$ cat config.mk
export PLATFORM = sky130hd
export DESIGN_NAME = uartbone_bridge
export DESIGN_NICKNAME = d
export VERILOG_FILES = /design/src/rtl/uartbone_pkg.sv /design/src/rtl/uartbone_bridge.sv
export SDC_FILE = /design/constraint.sdc
export NUM_CORES = 1
export LEC_CHECK = 0
export BUFFER_PORTS_ARGS = -buffer_cell sky130_fd_sc_hd__buf_4
export CAP_MARGIN = 20
export CORE_ASPECT_RATIO = 0.6
export CORE_MARGIN = 2
export CORE_UTILIZATION = 60
export DETAILED_ROUTE_END_ITERATION = 8
export GPL_ROUTABILITY_DRIVEN = 0
export PLACE_DENSITY = 0.83
export SLEW_MARGIN = 20
export SYNTH_ARGS = -nofsm -noshare
export SYNTH_HDL_FRONTEND = slang
export SYNTH_SLANG_ARGS = --single-unit
$ cat constraint.sdc
create_clock -name clk -period 2.9 [get_ports clk]
set_input_delay 0.58 -clock clk [delete_from_list [all_inputs] [get_ports clk]]
set_output_delay 0.58 -clock clk [all_outputs]
set_load 0.02 [all_outputs]
$ cat src/rtl/uartbone_pkg.sv
// uartbone_pkg
//   Command codes and FSM state encoding shared by the UART-to-Wishbone
//   bridge and anything that needs to build or decode its byte protocol.
package uartbone_pkg;

    localparam logic [7:0] CMD_WRITE = 8'h01;
    localparam logic [7:0] CMD_READ  = 8'h02;

    typedef enum logic [2:0] {
        IDLE,
        LEN,
        ADDR,
        WDATA,
        WB_WR,
        WB_RD,
        TXDATA
    } state_t;

endpackage

$ cat src/rtl/uartbone_bridge.sv
// uartbone_bridge
//   Turns a byte stream from a UART receiver into Wishbone word accesses.
//   Frame: cmd, word count N, 4 address bytes (MSB first), then for writes
//   N*4 data bytes (MSB first per word). Read data goes back as 4 bytes
//   per word, MSB first. A stalled frame is dropped after TIMEOUT_CYCLES
//   idle cycles; bus cycles themselves never time out.
//
// Ports
//   clk, rst_n                 clock, asynchronous active-low reset
//   rx_data/rx_valid/rx_ready  byte stream in from the UART receiver
//   tx_data/tx_valid/tx_ready  byte stream out to the UART transmitter
//   wb_*                       Wishbone master (word addressed, 32-bit data)
module uartbone_bridge
    import uartbone_pkg::*;
#(
    parameter int TIMEOUT_CYCLES = 1000000,
    parameter int ADDR_WIDTH     = 30
) (
    input  logic                  clk,
    input  logic                  rst_n,
    input  logic [7:0]            rx_data,
    input  logic                  rx_valid,
    output logic                  rx_ready,
    output logic [7:0]            tx_data,
    output logic                  tx_valid,
    input  logic                  tx_ready,
    output logic [ADDR_WIDTH-1:0] wb_adr,
    output logic [31:0]           wb_dat_w,
    input  logic [31:0]           wb_dat_r,
    output logic [3:0]            wb_sel,
    output logic                  wb_cyc,
    output logic                  wb_stb,
    output logic                  wb_we,
    input  logic                  wb_ack
);

    localparam int             TW           = $clog2(TIMEOUT_CYCLES + 1);
    localparam logic [TW-1:0]  TIMEOUT_LAST = TW'(TIMEOUT_CYCLES - 1);

    state_t        state;
    state_t        next_state;
    logic          is_write;
    logic [7:0]    word_cnt;
    logic [1:0]    byte_cnt;
    logic [23:0]   addr_shift;
    logic [23:0]   wr_shift;
    logic [23:0]   tx_shift;
    logic [TW-1:0] idle_cnt;

    logic          count_phase;
    logic          rx_fire;
    logic          tx_fire;
    logic          timeout;
    logic          last_byte;

    // Mid-frame receive states are the only ones watched by the idle timer.
    assign count_phase = (state == LEN) || (state == ADDR) || (state == WDATA);

    // Gated with rst_n so the receiver sees "not ready" while reset is held,
    // even though the state register already sits in IDLE.
    assign rx_ready  = rst_n && ((state == IDLE) || count_phase);
    assign rx_fire   = rx_valid && rx_ready;
    assign tx_fire   = tx_valid && tx_ready;
    assign timeout   = count_phase && !rx_fire && (idle_cnt == TIMEOUT_LAST);
    assign last_byte = (byte_cnt == 2'd3);

    // Bus strobes come straight from the state so a reset drops them at once.
    assign wb_cyc = (state == WB_WR) || (state == WB_RD);
    assign wb_stb = wb_cyc;
    assign wb_we  = (state == WB_WR);
    assign wb_sel = wb_cyc ? 4'hF : 4'h0;

    always_ff @(posedge clk or negedge rst_n) begin
        if (!rst_n) begin
            state <= IDLE;
        end else begin
            state <= next_state;
        end
    end

    always_comb begin
        next_state = state;
        case (state)
            IDLE: begin
                if (rx_fire && ((rx_data == CMD_WRITE) || (rx_data == CMD_READ))) begin
                    next_state = LEN;
                end
            end
            LEN: begin
                if (rx_fire) begin
                    next_state = ADDR;
                end else if (timeout) begin
                    next_state = IDLE;
                end
            end
            ADDR: begin
                if (rx_fire && last_byte) begin
                    if (word_cnt == 8'd0) begin
                        next_state = IDLE;
                    end else if (is_write) begin
                        next_state = WDATA;
                    end else begin
                        next_state = WB_RD;
                    end
                end else if (timeout) begin
                    next_state = IDLE;
                end
            end
            WDATA: begin
                if (rx_fire && last_byte) begin
                    next_state = WB_WR;
                end else if (timeout) begin
                    next_state = IDLE;
                end
            end
            WB_WR: begin
                if (wb_ack) begin
                    next_state = (word_cnt == 8'd1) ? IDLE : WDATA;
                end
            end
            WB_RD: begin
                if (wb_ack) begin
                    next_state = TXDATA;
                end
            end
            TXDATA: begin
                // word_cnt was already decremented on the ack of this word.
                if (tx_fire && last_byte) begin
                    next_state = (word_cnt == 8'd0) ? IDLE : WB_RD;
                end
            end
            default: next_state = IDLE;
        endcase
    end

    // Datapath: byte assembly, address/count bookkeeping, TX serialisation
    // and the inter-byte idle timer. byte_cnt is 2 bits and wraps to 0 after
    // each 4-byte group, so it is ready for the next group without a reload.
    always_ff @(posedge clk or negedge rst_n) begin
        if (!rst_n) begin
            is_write   <= 1'b0;
            word_cnt   <= 8'd0;
            byte_cnt   <= 2'd0;
            addr_shift <= 24'd0;
            wr_shift   <= 24'd0;
            tx_shift   <= 24'd0;
            idle_cnt   <= '0;
            wb_adr     <= '0;
            wb_dat_w   <= 32'd0;
            tx_data    <= 8'd0;
            tx_valid   <= 1'b0;
        end else begin
            if (!count_phase || rx_fire || timeout) begin
                idle_cnt <= '0;
            end else begin
                idle_cnt <= idle_cnt + TW'(1);
            end

            case (state)
                IDLE: begin
                    if (rx_fire) begin
                        is_write <= (rx_data == CMD_WRITE);
                    end
                end
                LEN: begin
                    if (rx_fire) begin
                        word_cnt <= rx_data;
                        byte_cnt <= 2'd0;
                    end
                end
                ADDR: begin
                    if (rx_fire) begin
                        addr_shift <= {addr_shift[15:0], rx_data};
                        byte_cnt   <= byte_cnt + 2'd1;
                        if (last_byte) begin
                            // Upper address bits beyond ADDR_WIDTH are dropped.
                            wb_adr <= ADDR_WIDTH'({addr_shift, rx_data});
                        end
                    end
                end
                WDATA: begin
                    if (rx_fire) begin
                        wr_shift <= {wr_shift[15:0], rx_data};
                        byte_cnt <= byte_cnt + 2'd1;
                        if (last_byte) begin
                            wb_dat_w <= {wr_shift, rx_data};
                        end
                    end
                end
                WB_WR: begin
                    if (wb_ack) begin
                        wb_adr   <= wb_adr + ADDR_WIDTH'(1);
                        word_cnt <= word_cnt - 8'd1;
                    end
                end
                WB_RD: begin
                    if (wb_ack) begin
                        wb_adr   <= wb_adr + ADDR_WIDTH'(1);
                        word_cnt <= word_cnt - 8'd1;
                        tx_data  <= wb_dat_r[31:24];
                        tx_shift <= wb_dat_r[23:0];
                        tx_valid <= 1'b1;
                        byte_cnt <= 2'd0;
                    end
                end
                TXDATA: begin
                    if (tx_fire) begin
                        byte_cnt <= byte_cnt + 2'd1;
                        tx_data  <= tx_shift[23:16];
                        tx_shift <= {tx_shift[15:0], 8'h00};
                        if (last_byte) begin
                            tx_valid <= 1'b0;
                        end
                    end
                end
                default: ;
            endcase
        end
    end

endmodule
==> flow_metrics.py, run 1 <==
metrics = {
    "floorplanning": {
        "fp-row-count": 33,
        "fp.dieArea_um2": 14850,
        "die_h_um": 95.20,
        "die_w_um": 156.0,
        "io_pins": 124,
        "start_util": 0.6123,
        "core_um2": 13580,
    },
    "cts": {
        "cts_tree": "yes",
        "cts_root_buffer": "clkbuf_16",
        "post-cts-setup-buffers": 0,
        "cts.sinks": 175,
        "clkLatencyLatePin_ps": 420,
        "cts_htree_levels": 4,
        "ctsHoldBuffers": 0,
        "path_clk_slew_ps": 60,
        "numCtsBuffers": 17,
        "cts_buffer_depth": 2,
        "cts_resized": 0,
    },
    "worst_setup_path": {
        "path_max_fanout": 38,
        "critPathArrivalTime_ps": 2030,
        "r2r_cells": 6,
        "crit_required_ps": 2320,
        "r2r-end": "wb_adr[12]",
        "crit_type": "register to output port",
        "worstReg2RegStart": "wb_adr[0]",
        "end_kind": "output port",
        "path_cells": "nand2b_1, buf_4, nor2_1, buf_4",
        "cp-start-kind": "register",
        "cp_slowest_cell": "dfrtp_1",
        "crit_top_cell": "buf_4",
        "cpPeakStageDelay_ps": 700,
        "worst-r2r-setup-slack_ps": 540,
    },
    "global_routing": {
        "grt_overflow_total": 0,
        "grt_antenna_before_repair": 0,
        "grt_pass1_wl_um": 32940,
        "grt_use_total": 0.2870,
        "grt_pass1_vias": 6460,
        "grt_max_degree": 146,
    },
    "synthesis": {
        "synth.most_common_cell": "dfrtp_1",
        "ys_top_cells_by_count": "dfrtp_1, nand2_1, mux2_2, o21ai_0, nor2_1",
        "synthTopCellsByArea": "dfrtp_1, mux2_2, o21ai_0, nand2_1, mux2i_1",
        "synth_top_area_frac": 0.5265,
        "mappedNetlistNets": 834,
        "synth-edff-count": 0,
        "yosysTopAreaCell": "dfrtp_1",
        "yosys_warnings": 0,
        "ys_seq_area_frac": 0.5265,
        "synth_seq_cells": 175,
        "syn_area_per_cell_um2": 10.62,
        "synth_area_um2": 8318,
        "synth_cell_types": 66,
        "syn_inst": 783,
        "synth_flop_cell": "dfrtp_1",
        "ys_async_sr_fraction": 1.000,
    },
    "power": {
        "clkPwrFrac": 0.324,
        "powerDensity_nw_per_um2": 646.8,
        "seqPwrFrac": 0.480,
        "irDropWorstVdd_v": 0.0004079,
        "p_total_w": 0.006386,
        "p_comb_frac": 0.196,
        "internal_power_w": 0.004350,
        "p_leak_nw": 4.905,
        "switching_share": 0.3188,
        "switching_power_w": 0.002036,
    },
    "layout": {
        "num_antenna_cells": 0,
        "nFillCells": 898,
        "final_cells": 1071,
        "area_growth_pct": 18.70,
        "layout-drive-gt1-share": 0.2835,
        "design_area_um2": 9873,
        "num-nets-final": 935,
    },
    "placed_design": {
        "dp_hpwl_um": 13970,
        "postPlaceCellArea_um2": 9341,
        "portBuffers": 123,
        "placedCellCount": 1040,
    },
    "routing": {
        "routedWlPerCell_um": 19.33,
        "via_per_inst": 6.258,
        "dr.pass1.iters": 5,
        "first_iter_violations": 660,
        "route.detailed.drc": 0,
        "wl_um": 20700,
        "ant_nets": 0,
        "vias": 6702,
    },
    "timing": {
        "fin_tns_setup_ps": 0,
        "finalMaxSlewViolations": 0,
        "fin_crit_sh": 0.9013,
        "max_clock_freq_ghz": 0.3826,
        "post-route-min-period_ps": 2614,
        "hold_viol": 0,
        "finalSetupViolCount": 0,
        "rsz0062_at_grt": "false",
        "skew_ps": 7.252,
        "worst_pin_slew_ps": 889.2,
        "relSlewSlack": 0.4017,
        "hold_slack_ps": 53.20,
    },
    "run_status": {
        "status": "finished clean",
    },
    "flow_run": {
        "cap_violations": 0,
    },
    "min_path": {
        "hold_class": "input pin to asynchronous set/reset pin",
    },
}
logic make-up after synthesis:
logic type               share of synthesized area
adder cells (fa/ha/maj)                   0.009025
AO/OA/AOI/OAI                               0.1274
AND/OR/NAND/NOR                             0.1480
buffers and inverters                      0.03324
flip-flops                                  0.5265
XOR/XNOR                                   0.02001
multiplexers                                0.1358
power by group through the flow:
stage,logic [W],registers (W),clock network [W]
6_report,0.00125,0.00306,0.00207
5_1_grt,0.00136,0.00310,0.00221
4_1_cts,0.00124,0.00304,0.00210
3_5_place_dp,0.00123,0.00309,0
3_3_place_gp,0.00118,0.00306,0
2_1_floorplan,0.000648,0.00311,0
stage by stage:
step                utilization  setup slack, ps
finish                   0.7268            286.1
global placement         0.6877            584.7
global route             0.7268            203.3
floorplan                     -            825.7
detailed placement       0.6877            498.7
CTS                      0.7268            331.0
cells in the final DEF (no fill, tap or decap), types with 6 or more instances in the layout:
master | synthesis | routed
nand4_1 | 12 | 12
o22ai_1 | 13 | 13
nand3_1 | 31 | 31
a21oi_1 | 42 | 42
nor3_1 | 9 | 9
mux2_2 | 79 | 79
xor2_1 | 14 | 14
clkinvlp_4 | 0 | 6
and3_1 | 7 | 7
a2bb2oi_1 | 8 | 8
dfrtp_1 | 175 | 175
ha_1 | 6 | 6
buf_4 | 7 | 129
nand2_1 | 85 | 85
clkbuf_16 | 0 | 17
o21ai_0 | 69 | 69
inv_1 | 8 | 8
nor2_1 | 56 | 55
mux2i_1 | 24 | 24
layer usage:
| metal | wire length (µm) | global-route usage | part of all wire | vias to the layer above |
|---|---|---|---|---|
| met4 | 512 | 0.1078 | 0.025 | 0 |
| met2 | 8881 | 0.4192 | 0.43 | 370 |
| met1 | 9340 | 0.4142 | 0.45 | 3240 |
| met3 | 1970 | 0.07864 | 0.095 | 58 |
| met5 | 0 | 0 | 0 | - |
| li1 | - | - | - | 3034 |
flip-flops by register name, summed over array words and instances (netlist names), 2 cells and up:
name and flops:
byte_cnt 2, tx_data 8, tx_shift 24, addr_shift 22
wr_shift 24, idle_cnt 20, wb_adr 30, wb_dat_w 32
word_cnt 8, state 3
critical path, delay by kind of cell (launching register included):
family | cells | cell delay, ps
simple gates | 2 | 310
buf+inv | 2 | 600
flops | 1 | 700
worst max-delay path by stage:
| stage | from | endpoint | slack, ps | cells after the start |
|---|---|---|---|---|
| floorplan | state[1] | wb_sel[0] | 830 | 5 |
| global placement | rst_n | wb_adr[29] | 580 | 6 |
| detailed placement | rst_n | wb_adr[29] | 500 | 6 |
| CTS | state[1] | wb_we | 330 | 4 |
| global route | state[1] | wb_we | 200 | 4 |
| finish | state[1] | wb_we | 290 | 4 |
layout make-up:
cell class	count	area [µm²]	area share
clock inverters	11	85.08	0.008617
flip-flops and latches	175	4379	0.4435
multi-input cells	548	3670	0.3717
inverters	9	33.78	0.003422
well taps	175	219.0	0.02218
repair buffers	133	1040	0.1053
clock buffers	20	446.7	0.04524
Note: power is estimated with default switching activity, not from simulation.
==> run 2: changes to the inputs <==
--- a/config.mk
+++ b/config.mk
@@ -12,6 +12,7 @@
 export CORE_UTILIZATION = 60
 export DETAILED_ROUTE_END_ITERATION = 8
 export GPL_ROUTABILITY_DRIVEN = 0
+export HOLD_SLACK_MARGIN = 0.1
 export PLACE_DENSITY = 0.83
 export SLEW_MARGIN = 20
 export SYNTH_ARGS = -nofsm -noshare
==> run 2 against run 1 <==
  * Worst setup slack improved by 8.2 ps
  * Largest cell class unchanged
  * Fmax is 0.31% higher
  * Largest power group unchanged
  * Clock-buffer cell count stayed put
  * Critical path type unchanged
  * Die area stayed put
==> flow_metrics.py, run 2 (same netlist as run 1, synthesis figures left out) <==
metrics = {
    "run_status": {
        "status": "finished clean",
    },
    "cts": {
        "cts_htree_levels": 4,
        "clkLatencyLatePin_ps": 430,
        "cts_root_buffer": "clkbuf_16",
        "numCtsBuffers": 17,
        "cts.sinks": 175,
        "path_clk_slew_ps": 60,
        "cts_tree": "yes",
        "cts_buffer_depth": 2,
    },
    "timing": {
        "max_clock_freq_ghz": 0.3838,
        "fin_crit_sh": 0.8985,
        "skew_ps": 8.779,
        "finalSetupViolCount": 0,
        "worst_pin_slew_ps": 866.0,
        "hold_viol": 0,
        "finalMaxSlewViolations": 0,
        "fin_tns_setup_ps": 0,
        "rsz0062_at_grt": "false",
        "relSlewSlack": 0.4173,
        "post-route-min-period_ps": 2606,
    },
    "routing": {
        "routedWlPerCell_um": 19.31,
        "wl_um": 20700,
        "dr.pass1.iters": 6,
        "ant_nets": 0,
        "route.detailed.drc": 0,
        "first_iter_violations": 679,
        "via_per_inst": 6.213,
        "vias": 6660,
    },
    "global_routing": {
        "grt_overflow_total": 0,
        "grt_pass1_vias": 6460,
        "grt_use_total": 0.2870,
        "grt_pass1_wl_um": 32940,
        "grt_max_degree": 146,
        "grt_antenna_before_repair": 0,
    },
    "placed_design": {
        "dp_hpwl_um": 13970,
        "postPlaceCellArea_um2": 9341,
        "portBuffers": 123,
        "placedCellCount": 1040,
    },
    "power": {
        "switching_power_w": 0.002040,
        "clkPwrFrac": 0.325,
        "switching_share": 0.3192,
        "p_total_w": 0.006391,
        "irDropWorstVdd_v": 0.0004105,
        "seqPwrFrac": 0.479,
        "p_comb_frac": 0.196,
        "p_leak_nw": 4.909,
        "internal_power_w": 0.004351,
        "powerDensity_nw_per_um2": 646.6,
    },
    "layout": {
        "regMostFlops": "wb_dat_w",
        "num-nets-final": 936,
        "final_common_cell": "dfrtp_1",
        "largest_reg_flops": 32,
        "num_antenna_cells": 0,
        "layout-drive-gt1-share": 0.2832,
        "reg_top3": "wb_dat_w x32, wb_adr x30",
        "layout_common_cells": "dfrtp_1, buf_4, nand2_1, mux2_2, o21ai_0",
        "area_growth_pct": 18.82,
        "design_area_um2": 9883,
        "final_cells": 1072,
    },
    "worst_setup_path": {
        "worstReg2RegStart": "wb_adr[0]",
        "crit_type": "register to output port",
        "crit_required_ps": 2320,
        "end_kind": "output port",
        "cp-start-kind": "register",
        "path_cells": "nand2b_1, buf_4, nor2_1, buf_4",
        "cp_slowest_cell": "dfrtp_1",
        "critPathLaunch": "state[1]",
        "crit_top_cell": "buf_4",
        "cpPeakStageDelay_ps": 690,
        "critPathArrivalTime_ps": 2030,
        "path_max_fanout": 38,
    },
    "floorplanning": {
        "fp-row-count": 33,
        "start_util": 0.6123,
        "die_h_um": 95.20,
        "die_w_um": 156.0,
        "io_pins": 124,
        "core_um2": 13580,
        "fp.dieArea_um2": 14850,
    },
    "flow_run": {
        "cap_violations": 0,
    },
    "min_path": {
        "hold_class": "input pin to register",
        "hold_path.startpoint": "wb_dat_r[5]",
    },
}
## run 2: layout make-up
cell class / count / area (µm²)
repair buffers: 134 / 1050
well taps: 175 / 219.0
clock inverters: 11 / 85.08
multi-input cells: 548 / 3670
fillers: 899 / 3701
flip-flops and latches: 175 / 4379
inverters: 9 / 33.78
clock buffers: 20 / 446.7
## run 2: power by group through the flow
stage          combinational, W  sequential [W]  clock [W]
2_1_floorplan          0.000648         0.00311          0
3_3_place_gp            0.00118         0.00306          0
3_5_place_dp            0.00123         0.00309          0
4_1_cts                 0.00125         0.00304    0.00210
5_1_grt                 0.00136         0.00310    0.00221
6_report                0.00125         0.00306    0.00207
## run 2: what timing repair did
action,4_1_cts,5_1_grt
gates resized for setup,0,0
hold endpoints to repair,30,0
hold buffers,1,0
setup buffers,0,0
## run 2: metal layers
metal  vias to the layer above  global-route usage  routed length [µm]
met2                       373              0.4192                8836
met4                         0              0.1078                 541
met5                         -                   0                   0
met1                      3202              0.4142                9299
li1                       3025                   -                   -
met3                        60             0.07864                2018
## run 2: final timing paths
check,end,slack [ps],cells past startpoint
worst min-delay path,tx_shift[5],400,3
worst max-delay path,wb_we,290,4
worst max register to register,wb_adr[12],550,6
max in group asynchronous,addr_shift[7],1210,3
worst min register to register,tx_shift[3],480,2
min in group asynchronous,addr_shift[3],620,2
## run 2: stage by stage
stage | util | hold slack, ps | setup slack [ps]
after floorplan | - | 284.4 | 825.7
after global placement | 0.6877 | 463.1 | 584.7
after detailed placement | 0.6877 | 471.8 | 498.7
after CTS | 0.7275 | 392.6 | 331.0
after global routing | 0.7275 | 389.8 | 203.3
final | 0.7275 | 403.2 | 294.3
## run 2: worst max-delay path, delay by kind of cell, from the launching register on
kind / cells / cell delay (ps)
flip-flops: 1 / 690
buffers and inverters: 2 / 600
AND/OR/NAND/NOR: 2 / 300
==> run 3: changes to the inputs <==
==> constraint.sdc (replaced) <==
create_clock -name clk -period 2.9 [get_ports clk]
set_input_delay 0.145 -clock clk [delete_from_list [all_inputs] [get_ports clk]]
set_output_delay 0.145 -clock clk [all_outputs]
set_load 0.02 [all_outputs]
==> run 3 against run 2 <==
  * Sequential power barely moved
  * Total power rose by 6.3%
  * Combinational power rose by 6%
==> flow_metrics.py, run 3 (same netlist as run 1, synthesis figures left out) <==
metrics = {
    "timing": {
        "rsz0062_at_grt": "false",
        "fin_tns_setup_ps": 0,
        "max_clock_freq_ghz": 0.4354,
        "post-route-min-period_ps": 2297,
        "hold_viol": 0,
        "worst_pin_slew_ps": 812.0,
        "finalSetupViolCount": 0,
        "fin_crit_sh": 0.7920,
        "relSlewSlack": 0.4537,
        "skew_ps": 10.27,
        "finalMaxSlewViolations": 0,
    },
    "min_path": {
        "whs_path_depth": 4,
        "hold_path.startpoint": "wb_ack",
        "holdPathEnd": "state[2]",
        "hold_class": "input pin to register",
    },
    "run_status": {
        "status": "finished clean",
    },
    "placed_design": {
        "portBuffers": 123,
        "dp_hpwl_um": 14420,
    },
    "layout": {
        "nFillCells": 856,
        "num_antenna_cells": 0,
        "largest_reg_flops": 32,
        "num-nets-final": 980,
        "reg_top3": "wb_dat_w x32, wb_adr x30",
        "final_common_cell": "dfrtp_1",
        "area_growth_pct": 24.82,
        "layout_common_cells": "dfrtp_1, buf_4, nand2_1, mux2_2, o21ai_0",
        "layout-drive-gt1-share": 0.2752,
        "regMostFlops": "wb_dat_w",
    },
    "cts": {
        "cts_resized": 0,
        "cts_tree": "yes",
        "post-cts-setup-buffers": 0,
        "ctsHoldBuffers": 42,
        "cts.sinks": 175,
        "path_clk_slew_ps": 60,
        "cts_root_buffer": "clkbuf_16",
        "cts_buffer_depth": 2,
        "numCtsBuffers": 17,
        "clkLatencyLatePin_ps": 440,
        "cts_htree_levels": 4,
    },
    "floorplanning": {
        "die_w_um": 156.0,
        "io_pins": 124,
        "fp.dieArea_um2": 14850,
        "core_um2": 13580,
        "start_util": 0.6123,
        "die_h_um": 95.20,
        "fp-row-count": 33,
    },
    "worst_setup_path": {
        "critPathBufInv": 2,
        "crit_family": "buffers and inverters",
        "cp_slowest_cell": "dlygate4sd3_1",
        "cpPeakStageDelay_ps": 570,
        "crit_type": "input pin to register",
        "r2r-end": "wb_adr[12]",
        "path_cells": "dlygate4sd3_1, buf_6, and3b_1, and2_1, mux2_2, a22oi_1, o311ai_1",
        "end_kind": "register",
        "cp-start-kind": "input pin",
        "worst-r2r-setup-slack_ps": 610,
        "r2r_cells": 6,
        "critPathArrivalTime_ps": 2590,
        "path_max_fanout": 48,
        "worstReg2RegStart": "wb_adr[0]",
        "crit_required_ps": 3190,
    },
    "routing": {
        "route.detailed.drc": 0,
        "vias": 6915,
        "via_per_inst": 6.196,
        "ant_nets": 0,
        "dr.pass1.iters": 5,
        "routedWlPerCell_um": 19.98,
        "first_iter_violations": 791,
        "wl_um": 22300,
    },
    "power": {
        "irDropWorstVdd_v": 0.0004362,
        "switching_share": 0.3120,
        "p_total_w": 0.006796,
        "internal_power_w": 0.004676,
        "p_leak_nw": 5.144,
        "p_comb_frac": 0.196,
        "clkPwrFrac": 0.352,
        "seqPwrFrac": 0.452,
        "switching_power_w": 0.002120,
        "powerDensity_nw_per_um2": 654.5,
    },
    "global_routing": {
        "grt_max_degree": 133,
        "grt_pass1_vias": 6775,
        "grt_overflow_total": 0,
        "grt_pass1_wl_um": 35200,
        "grt_use_total": 0.3099,
        "grt_antenna_before_repair": 0,
    },
    "flow_run": {
        "cap_violations": 0,
    },
}
-- run 3: layout make-up --
type | instances | area [µm²] | area share
clock buffer | 19 | 452.9 | 0.04362
timing repair buffer | 178 | 1470 | 0.1416
tap | 175 | 219.0 | 0.02109
sequential | 175 | 4379 | 0.4218
inverter | 9 | 33.78 | 0.003254
clock inverter | 12 | 157.7 | 0.01518
multi-input combinational | 548 | 3670 | 0.3535
-- run 3: power groups by stage --
stage               Sequential, W  Combinational (W)  Clock [W]
CTS                       0.00305            0.00132    0.00239
detailed placement        0.00309            0.00126          0
finish                    0.00307            0.00133    0.00239
floorplan                 0.00311           0.000648          0
global placement          0.00307            0.00119          0
global route              0.00311            0.00145    0.00252
-- run 3: metrics by stage --
| stage | hold slack, ps | std cells | setup WS [ps] | area (µm²) | utilization |
|---|---|---|---|---|---|
| floorplan | -150.6 | 783 | 916.6 | 8318 | - |
| global placement | 115.3 | 1043 | 892.2 | 9351 | 0.6884 |
| detailed placement | 124.2 | 1043 | 733.2 | 9351 | 0.6884 |
| CTS | 191.7 | 1116 | 602.7 | 10380 | 0.7643 |
| global route | 203.7 | 1116 | 482.2 | 10380 | 0.7643 |
| finish | 203.5 | 1116 | 603.1 | 10380 | 0.7643 |
-- run 3: worst min-delay path: stages --
cell      delay (ps)
buf_4            150
o21ai_0          160
nor2_1            40
o311ai_0          80
-- run 3: worst max-delay path by stage --
stage	depth (start not counted)	slack, ps	start	endpoint
global placement	6	890	wb_adr[0]	wb_adr[12]
CTS	7	600	rst_n	wb_adr[29]
finish	7	600	rst_n	wb_adr[29]
detailed placement	6	730	wb_adr[0]	wb_adr[12]
floorplan	6	920	wb_adr[0]	wb_adr[12]
global route	6	480	wb_adr[0]	wb_adr[12]
-- run 3: layer usage --
metal  up-vias  wire (µm)  GRT usage
met4         0        476     0.1093
met1      3372       9319     0.4269
met3        55       2073    0.07500
li1       3101          -          -
met2       387      10430     0.4889
met5         -          0          0
